File: src/rtl/flex_stp_deser.sv
// Multi-lane serial-to-parallel deserializer with shared bit counter,
// word framing and a single-entry valid/ready holding register.
module flex_stp_deser #(
   parameter  int unsigned NUM_BITS  = 16,
   parameter  int unsigned NUM_LANES = 2,
   parameter  int unsigned SHIFT_MSB = 1,
   localparam int unsigned CNT_W     = $clog2(NUM_BITS),
   localparam int unsigned WORD_W    = NUM_LANES * NUM_BITS
) (
   input  logic                 clk,
   input  logic                 n_rst,
   input  logic                 clear,
   input  logic                 shift_enable,
   input  logic [NUM_LANES-1:0] serial_in,
   output logic [CNT_W-1:0]     bit_count,
   output logic                 word_done,
   output logic [WORD_W-1:0]    parallel_out,
   output logic                 out_valid,
   input  logic                 out_ready,
   output logic                 overrun
);

   // Each lane keeps only NUM_BITS-1 bits of history: the bit that would be
   // shifted out is never observable, and the completed word is formed from
   // the stored history plus the bit sampled on the completing edge.
   localparam int unsigned SR_W    = NUM_BITS - 1;
   localparam int unsigned SR_ALLW = NUM_LANES * SR_W;

   logic [SR_ALLW-1:0] sr;
   logic [SR_ALLW-1:0] sr_next;
   logic [WORD_W-1:0]  word_c;
   logic               word_complete;
   logic               can_load;
   logic               accept;

   // Per-lane word assembly: history plus the incoming bit, in the configured order.
   for (genvar lane = 0; lane < NUM_LANES; lane++) begin : g_lane
      if (SHIFT_MSB != 0) begin : g_msb
         assign word_c[lane*NUM_BITS +: NUM_BITS] = {sr[lane*SR_W +: SR_W], serial_in[lane]};
         assign sr_next[lane*SR_W +: SR_W]        = word_c[lane*NUM_BITS +: SR_W];
      end else begin : g_lsb
         assign word_c[lane*NUM_BITS +: NUM_BITS] = {serial_in[lane], sr[lane*SR_W +: SR_W]};
         assign sr_next[lane*SR_W +: SR_W]        = word_c[lane*NUM_BITS + 1 +: SR_W];
      end
   end

   assign word_complete = shift_enable && (bit_count == CNT_W'(NUM_BITS - 1));
   assign accept        = out_valid && out_ready;
   assign can_load      = !out_valid || out_ready;

   // Shift history, bit counter, holding register and status flags.
   always_ff @(posedge clk or negedge n_rst) begin
      if (!n_rst) begin
         sr           <= '1;
         bit_count    <= '0;
         parallel_out <= '1;
         out_valid    <= 1'b0;
         word_done    <= 1'b0;
         overrun      <= 1'b0;
      end else if (clear) begin
         sr           <= '1;
         bit_count    <= '0;
         parallel_out <= '1;
         out_valid    <= 1'b0;
         word_done    <= 1'b0;
         overrun      <= 1'b0;
      end else begin
         word_done <= word_complete;
         if (shift_enable) begin
            sr        <= sr_next;
            bit_count <= word_complete ? '0 : bit_count + CNT_W'(1);
         end
         if (word_complete) begin
            if (can_load) begin
               parallel_out <= word_c;
               out_valid    <= 1'b1;
            end else begin
               overrun <= 1'b1;
            end
         end else if (accept) begin
            out_valid <= 1'b0;
         end
      end
   end

endmodule

File: config.mk
export PLATFORM = sky130hd
export DESIGN_NAME = flex_stp_deser
export DESIGN_NICKNAME = d
export VERILOG_FILES = /design/src/rtl/flex_stp_deser.sv
export SDC_FILE = /design/constraint.sdc
export NUM_CORES = 1
export LEC_CHECK = 0
export BUFFER_PORTS_ARGS = -buffer_cell sky130_fd_sc_hd__buf_2
export CAP_MARGIN = 20
export CORE_MARGIN = 2
export CORE_UTILIZATION = 43
export DETAILED_ROUTE_END_ITERATION = 10
export GPL_ROUTABILITY_DRIVEN = 0
export SETUP_SLACK_MARGIN = 0.05
export SYNTH_ARGS = -nofsm -noshare
export SYNTH_HDL_FRONTEND = slang
export SYNTH_SLANG_ARGS = --single-unit
File: constraint.sdc
create_clock -name clk -period 3.7 [get_ports clk]
set_input_delay 0.185 -clock clk [delete_from_list [all_inputs] [get_ports clk]]
set_output_delay 0.185 -clock clk [all_outputs]
set_load 0.005 [all_outputs]
Word-level counts from Yosys, hierarchy flattened
Index checks and enable logic that the tools add are counted.
- bits of input ports: 7
- word-level logic and storage cells: 37
- register bits: 69
- reductions and logical operators: 11
- add/sub/neg operators: 1
- mux-type cells: 16
- equality and inequality tests: 3
- operator list (kind ; count):
    2-to-1 mux 32 bit ; 3
    2-to-1 mux 30 bit ; 2
    2-to-1 mux 4 bit ; 3
    2-to-1 mux 1 bit ; 8
    AND reduction 2 bit ; 3
    nonzero test 2 bit ; 3
    adder 4 x 1 -> 4 bit (second input constant) ; 1
    == test 4 bit (second input constant) ; 1
    inequality test 3 x 2 -> 1 bit (second input constant) ; 1
    nonzero test 3 bit ; 1
    logical AND 1 bit ; 2
    inequality test 2 bit (second input constant) ; 1
    zero test 1 bit ; 1
    logical OR 1 bit ; 1

Longest topological paths before layout
Gate-level depths: netlist of run 1.
- depth in word-level cells: 5
- depth in mapped cells: 6
- depth with buffers taken out: 4

Least setup slack after synthesis of run 1
Ideal clock, no wire load.
- path kind: reg-to-reg
- start: reg bit_count[0]
- end: reg parallel_out[10]
- path buffers: 2
- stages on the path, launching flop included: 7
- library setup time: 84 ps
- required time: 3616 ps
- arrival: 1306 ps
- slack: 2310 ps
- path through: dfrtp_1 -> ha_1 -> and4_1 -> buf_6 -> buf_6 -> a211oi_1 -> a21oi_1
- longest elaborated chain between the ends: 4
- RTL lines (item ; RTL line ; text):
    from (decl) ; 15 ; output logic [CNT_W-1:0] bit_count,
    from (signal assigned) ; 71 ; bit_count <= word_complete ? '0 : bit_count + CNT_W'(1);
    == test 4 bit ; 47 ; assign word_complete = shift_enable && (bit_count == CNT_W'(NUM_BITS - 1));
    logical AND 1 bit ; 47 ;
    nonzero test 2 bit (no line) ; -- ;
    AND reduction 2 bit (no line) ; -- ;
    to (signal assigned) ; 75 ; parallel_out <= word_c;
    to (decl) ; 17 ; output logic [WORD_W-1:0] parallel_out,
Every way passes these cells.
A chain may end at the register's enable or synchronous reset.

Worst setup path in the final report of run 1
- start: reg bit_count[0]
- end: reg parallel_out[23]
The elaborated chain is that of the path after synthesis.

==> impl_metrics.ini, run 1 <==
[outcome]
status = complete, no violations

[place]
place_ws_ns = 1.621
dp.cells = 396
dp_hpwl_um = 3681
numPortBuffers = 45

[power_and_ir_drop]
ir_worst_vdd_mv = 0.1856
power_w = 0.001550
p_leak_nw = 1.345
p_per_area_nw_per_um2 = 438.2

[setup_path]
cp.required_ns = 3.95
reg2reg_slack_ns = 1.62
timing.rr.end = parallel_out[23]
path_max_fanout = 32
endpoint = parallel_out[23]
startpoint = bit_count[0]
max_stage_delay_ns = 0.68
critPathLaunchType = register
worstPathArrival_ns = 2.33
endpoint_kind = register
path_cells = ha_1 -> and4_1 -> o21a_4 -> a21oi_1
worstReg2RegStart = bit_count[0]
critPathSlowestCell = and4_1
critical_path_class = reg -> reg
reg2reg_depth = 4

[die]
rows = 31
die_h_um = 89.39
die-area_um2 = 7991
die_w_um = 89.39
start_util_pct = 43.93
core_region_area_um2 = 7137
pin_count = 46

[timing]
timing.final.crit_share_pct = 56.25
hold_violations = 0
setup_slack_ns = 1.619
period_needed_ns = 2.081
drv_slew = 0
worst_pin_slew_ns = 0.8605
setup_viol_count_final = 0
rsz0062_at_grt = false
hold_ws_ns = 0.08677
fin_worst_skew_ns = 0.008456
max_freq_mhz = 480.5
fin_tns_setup_ns = 0
slew_headroom_pct = 42.63

[clock_network]
clock_latency_ns = 0.34
clk_pin_slew_ns = 0.07
clock_path_buffers = 2
cts_setup_buffers = 0
cts_tree = yes
clockRootBuffer = clkbuf_8
h-tree-depth = 3
cts_inserted_buffers = 9
clkSinkCount = 69

[final_layout]
final_cell_mix = dfstp_2 (62), buf_2 (44), nor2_1 (36), a21oi_1 (34), a211oi_1 (31)
antenna-diode-count = 0
drive_gt1_share_pct = 41.72
fin_cells = 413
layout_commonest_cell = dfstp_2
finalNetCount = 317
nFillCells = 703
area_growth_pct = 12.85

[global_route]
gr-total-overflow = 0
gr-usage-all-layers_pct = 16.48
antenna_found_initial = 0
grt_max_degree = 66
first_global_vias = 2084
grt_pass1_wl_um = 10090

[detailed_routing]
viasPerCell = 5.213
ant_nets = 0
avgRoutedWirePerCell_um = 14.92
drc = 0
drtPass1Iterations = 4
via_count = 2153
wirelength_um = 6163
drtIter0Drc = 121

[synth]
syn_inst = 276
synth_top_area_share_pct = 51.96
yosysWarnings = 0
syn-num-nets = 284
synth-seq-cells = 69
ys_top_cells_by_area = dfstp_2 (52%), a211o_1 (8.4%), a211oi_1 (7.4%)
synth_cell_types = 26
syn_area_per_cell_um2 = 11.36
ys_seq_area_share_pct = 57.54
synth_area_um2 = 3136
synth_top_cell_by_area = dfstp_2

[worst_hold_path]
min_path_type = in -> reg

[job]
maxCapViolations = 0
## sequential cells by signal, summed over array words and instances, names as in the netlist
register	flops
parallel_out	32
out_valid	1
overrun	1
word_done	1
bit_count	4
sr	30
## report_power, final
group / switching, W / leakage (nW) / internal, W
Combinational: 0.0000595 / 0.490 / 0.0000384
Clock: 0.000273 / 0.106 / 0.000366
Sequential: 0.0000184 / 0.749 / 0.000795
## logic make-up after synthesis
kind of cell / Yosys count / share of synthesized area, %
AND/OR/NAND/NOR: 74 / 11.69
multiplexers: 1 / 0.3192
flip-flops: 69 / 57.54
buffers and inverters: 29 / 6.624
XOR/XNOR: 2 / 0.5588
AO/OA/AOI/OAI: 100 / 22.86
adder cells (fa/ha/maj): 1 / 0.3990
## how the worst min path moves through the flow
stage               cells past startpoint      endpoint         start
floorplan                               0  bit_count[0]         n_rst
global placement                        1     out_valid         n_rst
detailed placement                      1     out_valid         n_rst
CTS                                     2        sr[15]  serial_in[1]
global route                            2         sr[0]  serial_in[0]
finish                                  2        sr[15]  serial_in[1]
## cell usage after synthesis
| cell | count |
|---|---|
| dfstp_2 | 62 |
| nor2_1 | 36 |
| a21oi_1 | 34 |
| a211oi_1 | 31 |
| a211o_1 | 30 |
| nor2b_1 | 30 |
| buf_6 | 11 |
| clkbuf_1 | 9 |
| buf_2 | 7 |
| dfrtp_1 | 7 |
| nand2_1 | 3 |
| buf_4 | 2 |
| a211oi_2 | 1 |
| a21oi_2 | 1 |
| and4_1 | 1 |
| ha_1 | 1 |
| mux2i_1 | 1 |
| nand2b_1 | 1 |
| nand4_1 | 1 |
| nor3_1 | 1 |
| o21a_4 | 1 |
| o21ai_0 | 1 |
| o21ba_2 | 1 |
| or3_1 | 1 |
| xnor2_1 | 1 |
| xor2_1 | 1 |
## stage by stage
stage               cell area (um2)  util, %
CTS                            3538    49.58
global placement               3317    46.48
finish                         3538    49.58
global route                   3538    49.58
floorplan                      3136        -
detailed placement             3317    46.48
## layout make-up
cell class	instances	area [um2]	share of cell area, %
clock buffer	13	168.9	4.774
clock inverter	3	42.54	1.202
multi-input combinational	178	1124	31.75
sequential	69	1804	50.99
tap	99	123.9	3.501
timing repair buffer	51	275.3	7.779
## layer usage
metal  up-vias  share of wire (%)  track usage [%]
met5         -                  0                0
met4         0                2.1            8.141
met3         9                4.7            3.970
met2        42                 45            24.11
met1      1049                 48            22.96
li1       1053                  -                -
## critical path, delay by kind of cell, from the launching register on
kind,cells,cell delay [ns]
DFF,1,0.43
and+or+nand+nor,1,0.68
AOI/OAI and AO/OA,2,0.62
adders and majority gates,1,0.24
## repair_timing
item,in CTS,in global routing
hold buffers,1,0
endpoints found under the hold margin,7,0
setup endpoints to repair,0,0
gates resized for setup,0,0
No activity file was read; power rests on OpenSTA's default activity.
==> run 2: changes to the inputs <==
ABC_AREA = 1   (was not set)
clock period = 2 ns   (was 3.7 ns; I/O delays follow)
==> run 2 against run 1 <==
Against the previous run: cell count rose by 13%; global-route usage shrank 0.17 points; die area fell by 5.5%; count of clock-buffer cells in the layout fell by 1; worst hold slack got worse by 0.039 ns; highest routed layer unchanged.
==> impl_metrics.ini, run 2 <==
[setup_path]
endpoint_kind = register
critical_path_class = reg -> reg
path_max_fanout = 32
critPathSlowestCell = nand2_2
timing.rr.end = parallel_out[9]
path_cells = ha_1 -> nand2_1 -> o21ai_4 -> nand2_2 -> nand2_1 -> nand2_1
path_common_cell = nand2_1
reg2reg_slack_ns = 0.39
critPathLaunchType = register
reg2reg_depth = 6
worstPathArrival_ns = 1.89
worstReg2RegStart = bit_count[0]
cp.required_ns = 2.28
max_stage_delay_ns = 0.45

[final_layout]
largest_reg_flops = 32
layout_commonest_cell = nand2_1
largest-register = parallel_out
drive_gt1_share_pct = 34.54
antenna-diode-count = 0
final_cell_mix = nand2_1 (134), dfstp_2 (62), buf_2 (45), nand3_1 (34), inv_1 (33)
area_growth_pct = 16.22
finalNetCount = 391
largestRegisters = parallel_out x32, sr x30, bit_count x4
nFillCells = 678
post-route-util_pct = 51.10
fin_cells = 468

[detailed_routing]
ant_nets = 0
drtPass1Iterations = 4
viasPerCell = 4.810
drtIter0Drc = 117
wirelength_um = 5660
avgRoutedWirePerCell_um = 12.09
via_count = 2251
drc = 0

[worst_hold_path]
min_to = overrun
holdCritStartpoint = out_ready
min_path_type = in -> reg
whs_path_depth = 4

[place]
dp.cells = 451
dp_hpwl_um = 3484
numPortBuffers = 45

[synth]
synth_area_um2 = 2954
synth_edf_count = 0
synth_common_cells = nand2_1 (134), dfstp_2 (62), nand3_1 (34), inv_1 (33), o21ai_0 (29)
synth_ff_type = dfstp_2
synth_top_area_share_pct = 55.15
synth-seq-cells = 69
syn_area_per_cell_um2 = 8.714
ys_top_cells_by_area = dfstp_2 (55%), nand2_1 (17%), dfrtp_1 (5.9%)
yosysWarnings = 0
synth_top_cell_by_area = dfstp_2
syn-num-nets = 347
syn_inst = 339
ys_seq_area_share_pct = 61.08
yosysMostFrequentCell = nand2_1
synthArstFlopShare_pct = 100.0
synth_cell_types = 19

[timing]
fin_tns_setup_ns = 0
timing.final.crit_share_pct = 80.60
rsz0062_at_grt = false
hold_ws_ns = 0.04733
hold_violations = 0
worst_pin_slew_ns = 0.8359
drv_slew = 0
slew_headroom_pct = 44.19
setup_viol_count_final = 0
max_freq_mhz = 620.4
fin_worst_skew_ns = 0.009072
period_needed_ns = 1.612

[global_route]
grt_pass1_wl_um = 9639
gr-total-overflow = 0
grt_max_degree = 70
first_global_vias = 2183
gr-usage-all-layers_pct = 16.30
antenna_found_initial = 0

[die]
core_region_area_um2 = 6719
die_h_um = 86.89
pin_count = 46
start_util_pct = 43.97
die-area_um2 = 7549
die_w_um = 86.89
rows = 30

[clock_network]
clkSinkCount = 69
cts_inserted_buffers = 9
h-tree-depth = 3
cts_tree = yes
clock_path_buffers = 2
cts_setup_buffers = 0
clk_pin_slew_ns = 0.07
clockRootBuffer = clkbuf_8
clock_latency_ns = 0.34

[power_and_ir_drop]
p_leak_nw = 1.869
ir_worst_vdd_mv = 0.3222
power_w = 0.003043
p_per_area_nw_per_um2 = 886.2

[outcome]
status = complete, no violations

[job]
maxCapViolations = 0
run 2: cell types whose count changed after synthesis, sizes merged, moves of 5 or more:
cell / before / now
buf: 20 / 15
o21ai: 1 / 32
inv: 0 / 35
nand3: 0 / 35
nor2b: 30 / 0
clkbuf: 9 / 3
nor2: 36 / 9
a211oi: 32 / 0
a21oi: 35 / 2
a211o: 30 / 0
nand2: 3 / 135
run 2: per-layer routing:
layer | routed length [um] | vias to the layer above | GRT usage, % | part of all wire, %
li1 | - | 1131 | - | -
met5 | 0 | - | 0 | 0
met1 | 2732 | 1069 | 21.80 | 48
met4 | 76 | 0 | 6.534 | 1.3
met3 | 220 | 7 | 4.265 | 3.9
met2 | 2630 | 44 | 25.33 | 46
run 2: critical path: cells and delay by family (launching register included):
family,cells,cell delay [ns]
adder cells (fa/ha/maj),1,0.23
AO/OA/AOI/OAI,1,0.08
flip-flops,1,0.43
AND/OR/NAND/NOR,4,0.78
run 2: where the power goes:
part	switching [W]	internal, W
Combinational	0.000225	0.000140
Clock	0.000508	0.000512
Sequential	0.0000503	0.00161
Total	0.000784	0.00226
run 2: cell type report:
type	count	area, um2	area share (%)
clock buffers	12	155.1	4.519
clock inverters	4	22.52	0.6560
inverters	35	131.4	3.827
multi-input cells	217	934.6	27.22
flip-flops and latches	69	1804	52.55
well taps	80	100.1	2.915
repair buffers	51	285.3	8.309
run 2: worst max-delay path by stage:
stage | from | endpoint | slack (ns) | depth (start not counted)
floorplan | bit_count[0] | parallel_out[2] | 0.69 | 7
global placement | bit_count[0] | parallel_out[26] | 0.43 | 6
detailed placement | bit_count[0] | parallel_out[14] | 0.36 | 6
CTS | bit_count[0] | parallel_out[9] | 0.34 | 6
global route | bit_count[0] | parallel_out[31] | 0.17 | 6
finish | bit_count[0] | parallel_out[9] | 0.39 | 6
run 2: what timing repair did:
item | CTS | global route
hold buffers | 1 | 0
endpoints found under the hold margin | 7 | 0
resized for setup | 0 | 0
run 2: cells by family after synthesis:
logic type                 count (synthesis)  share of synthesized area, %
AOI/OAI and AO/OA                         34                         6.142
DFF                                       69                         61.08
adders and majority gates                  1                        0.4235
buffers and inverters                     53                         7.285
and+or+nand+nor                          182                         25.07
run 2: metrics by stage:
| step | instance area, um2 | setup slack (ns) |
|---|---|---|
| after global routing | 3433 | 0.1721 |
| final | 3433 | 0.3881 |
| after global placement | 3246 | 0.4292 |
| after floorplan | 2954 | 0.6895 |
| after detailed placement | 3246 | 0.3605 |
| after CTS | 3433 | 0.3365 |
==> run 3: changes to the inputs <==
clock period = 1.6 ns   (was 2 ns; I/O delays follow)
==> run 3 against run 2 <==
Against the previous run: register-to-register slack got worse by 0.18 ns; clock skew down 0.0036 ns; cell count grew 0.64%; flip-flop and latch count is the same; die area did not move; fmax increased by 16%.
==> impl_metrics.ini, run 3 (synthesis gave the netlist of run 2 again) <==
[detailed_routing]
drtPass1Iterations = 6
wirelength_um = 5571
drtIter0Drc = 95
ant_nets = 0
avgRoutedWirePerCell_um = 11.83
via_count = 2245
viasPerCell = 4.766
drc = 0

[clock_network]
clk_pin_slew_ns = 0.07
clock_latency_ns = 0.33
h-tree-depth = 3
cts_tree = yes
clockRootBuffer = clkbuf_8
cts_inserted_buffers = 9
clkSinkCount = 69
clock_path_buffers = 2

[place]
numPortBuffers = 45
dp_hpwl_um = 3574
post_dp_cell_area_um2 = 3296
place_ws_ns = 0.1595

[final_layout]
largest-register = parallel_out
antenna-diode-count = 0
final_cell_mix = nand2_1 (134), dfstp_2 (62), buf_2 (45), nand3_1 (34), inv_1 (33)
finalNetCount = 396
layout_commonest_cell = nand2_1
drive_gt1_share_pct = 34.78
largestRegisters = parallel_out x32, sr x30, bit_count x4
stdcell_area_um2 = 3490
area_growth_pct = 18.13
largest_reg_flops = 32

[die]
start_util_pct = 43.97
pin_count = 46
core_region_area_um2 = 6719
die_h_um = 86.89
die_w_um = 86.89
rows = 30
die-area_um2 = 7549

[setup_path]
timing.rr.end = parallel_out[29]
path_cells = ha_1 -> nand2_1 -> o21ai_4 -> buf_4 -> nand3_1 -> nand2_1
max_stage_delay_ns = 0.40
cp.required_ns = 1.88
cp.depth = 6
endpoint_kind = register
path_delay_family = flip-flops
cp_num_buf_inv = 1
path_max_fanout = 17
critPathLaunchType = register
critPathSlowestCell = dfrtp_1
critical_path_class = reg -> reg
path_common_cell = nand2_1
reg2reg_depth = 6
worstPathArrival_ns = 1.66
worstReg2RegStart = bit_count[1]
reg2reg_slack_ns = 0.21

[power_and_ir_drop]
power_w = 0.003881
ir_worst_vdd_mv = 0.4277
p_per_area_nw_per_um2 = 1112
p_leak_nw = 1.900

[timing]
slew_headroom_pct = 76.30
setup_viol_count_final = 0
timing.final.crit_share_pct = 86.68
setup_slack_ns = 0.2131
hold_violations = 0
worst_pin_slew_ns = 0.3541
drv_slew = 0
rsz0062_at_grt = false
period_needed_ns = 1.387
fin_tns_setup_ns = 0
fin_worst_skew_ns = 0.005447
hold_ws_ns = 0.01968
max_freq_mhz = 721.0

[worst_hold_path]
min_to = bit_count[1]
min_path_type = in -> reg
whs_path_depth = 3
holdCritStartpoint = shift_enable

[global_route]
first_global_vias = 2227
grt_max_degree = 70
grt_pass1_wl_um = 10060
gr-total-overflow = 0
gr-usage-all-layers_pct = 17.03
antenna_found_initial = 0

[job]
maxCapViolations = 0

[outcome]
status = complete, no violations
## run 3: cell count changes in the layout (fill, tap and decap cells not counted), sizes merged
cell,change
buf,+5
clkinvlp,-1
bufinv,+1
clkinv,-2
## run 3: what timing repair did
action,in CTS,in global routing
setup buffers,0,0
setup endpoints to repair,0,32
hold endpoints to repair,7,0
resized for setup,0,1
hold buffers,1,0
## run 3: worst reg2reg max path: cells and delay by family, from the launching register on
kind                     cells  cell delay, ns
flip-flops                   1            0.40
AND/OR/NAND/NOR              3            0.32
buffers and inverters        1            0.24
AO/OA/AOI/OAI                1            0.19
adder cells (fa/ha/maj)      1            0.18
## run 3: how the worst max path moves through the flow
stage	startpoint	to	slack [ns]
after floorplan	bit_count[0]	parallel_out[2]	0.29
after global placement	bit_count[1]	parallel_out[26]	0.19
after detailed placement	bit_count[1]	parallel_out[10]	0.16
after CTS	bit_count[1]	parallel_out[10]	0.14
after global routing	bit_count[1]	parallel_out[17]	0.04
final	bit_count[1]	parallel_out[29]	0.21
## run 3: area by class of cell
class                           instances  area (um2)
Clock buffer                           12       145.1
Clock inverter                          2       35.03
Fill cell                             649        3229
Inverter                               35       131.4
Multi-Input combinational cell        217       934.6
Sequential cell                        69        1804
Tap cell                               80       100.1
Timing Repair Buffer                   56       339.1
## run 3: per-stage QoR
step	std cells	utilization, %
6_report	471	51.94
5_1_grt	471	51.94
4_1_cts	471	51.88
3_5_place_dp	456	49.05
3_3_place_gp	456	49.05
2_1_floorplan	339	-
## run 3: routing by layer
layer,share of wire (%),track usage [%],up-vias
met5,0,0,-
met4,2.1,9.375,0
met3,2.8,3.033,10
met2,47,26.30,33
met1,49,22.73,1061
li1,-,-,1141
## run 3: where the power goes
group | internal [W] | leakage [nW] | switching [W]
clock network | 0.000745 | 0.0923 | 0.000598
logic | 0.000185 | 1.06 | 0.000281
registers | 0.00201 | 0.750 | 0.0000621
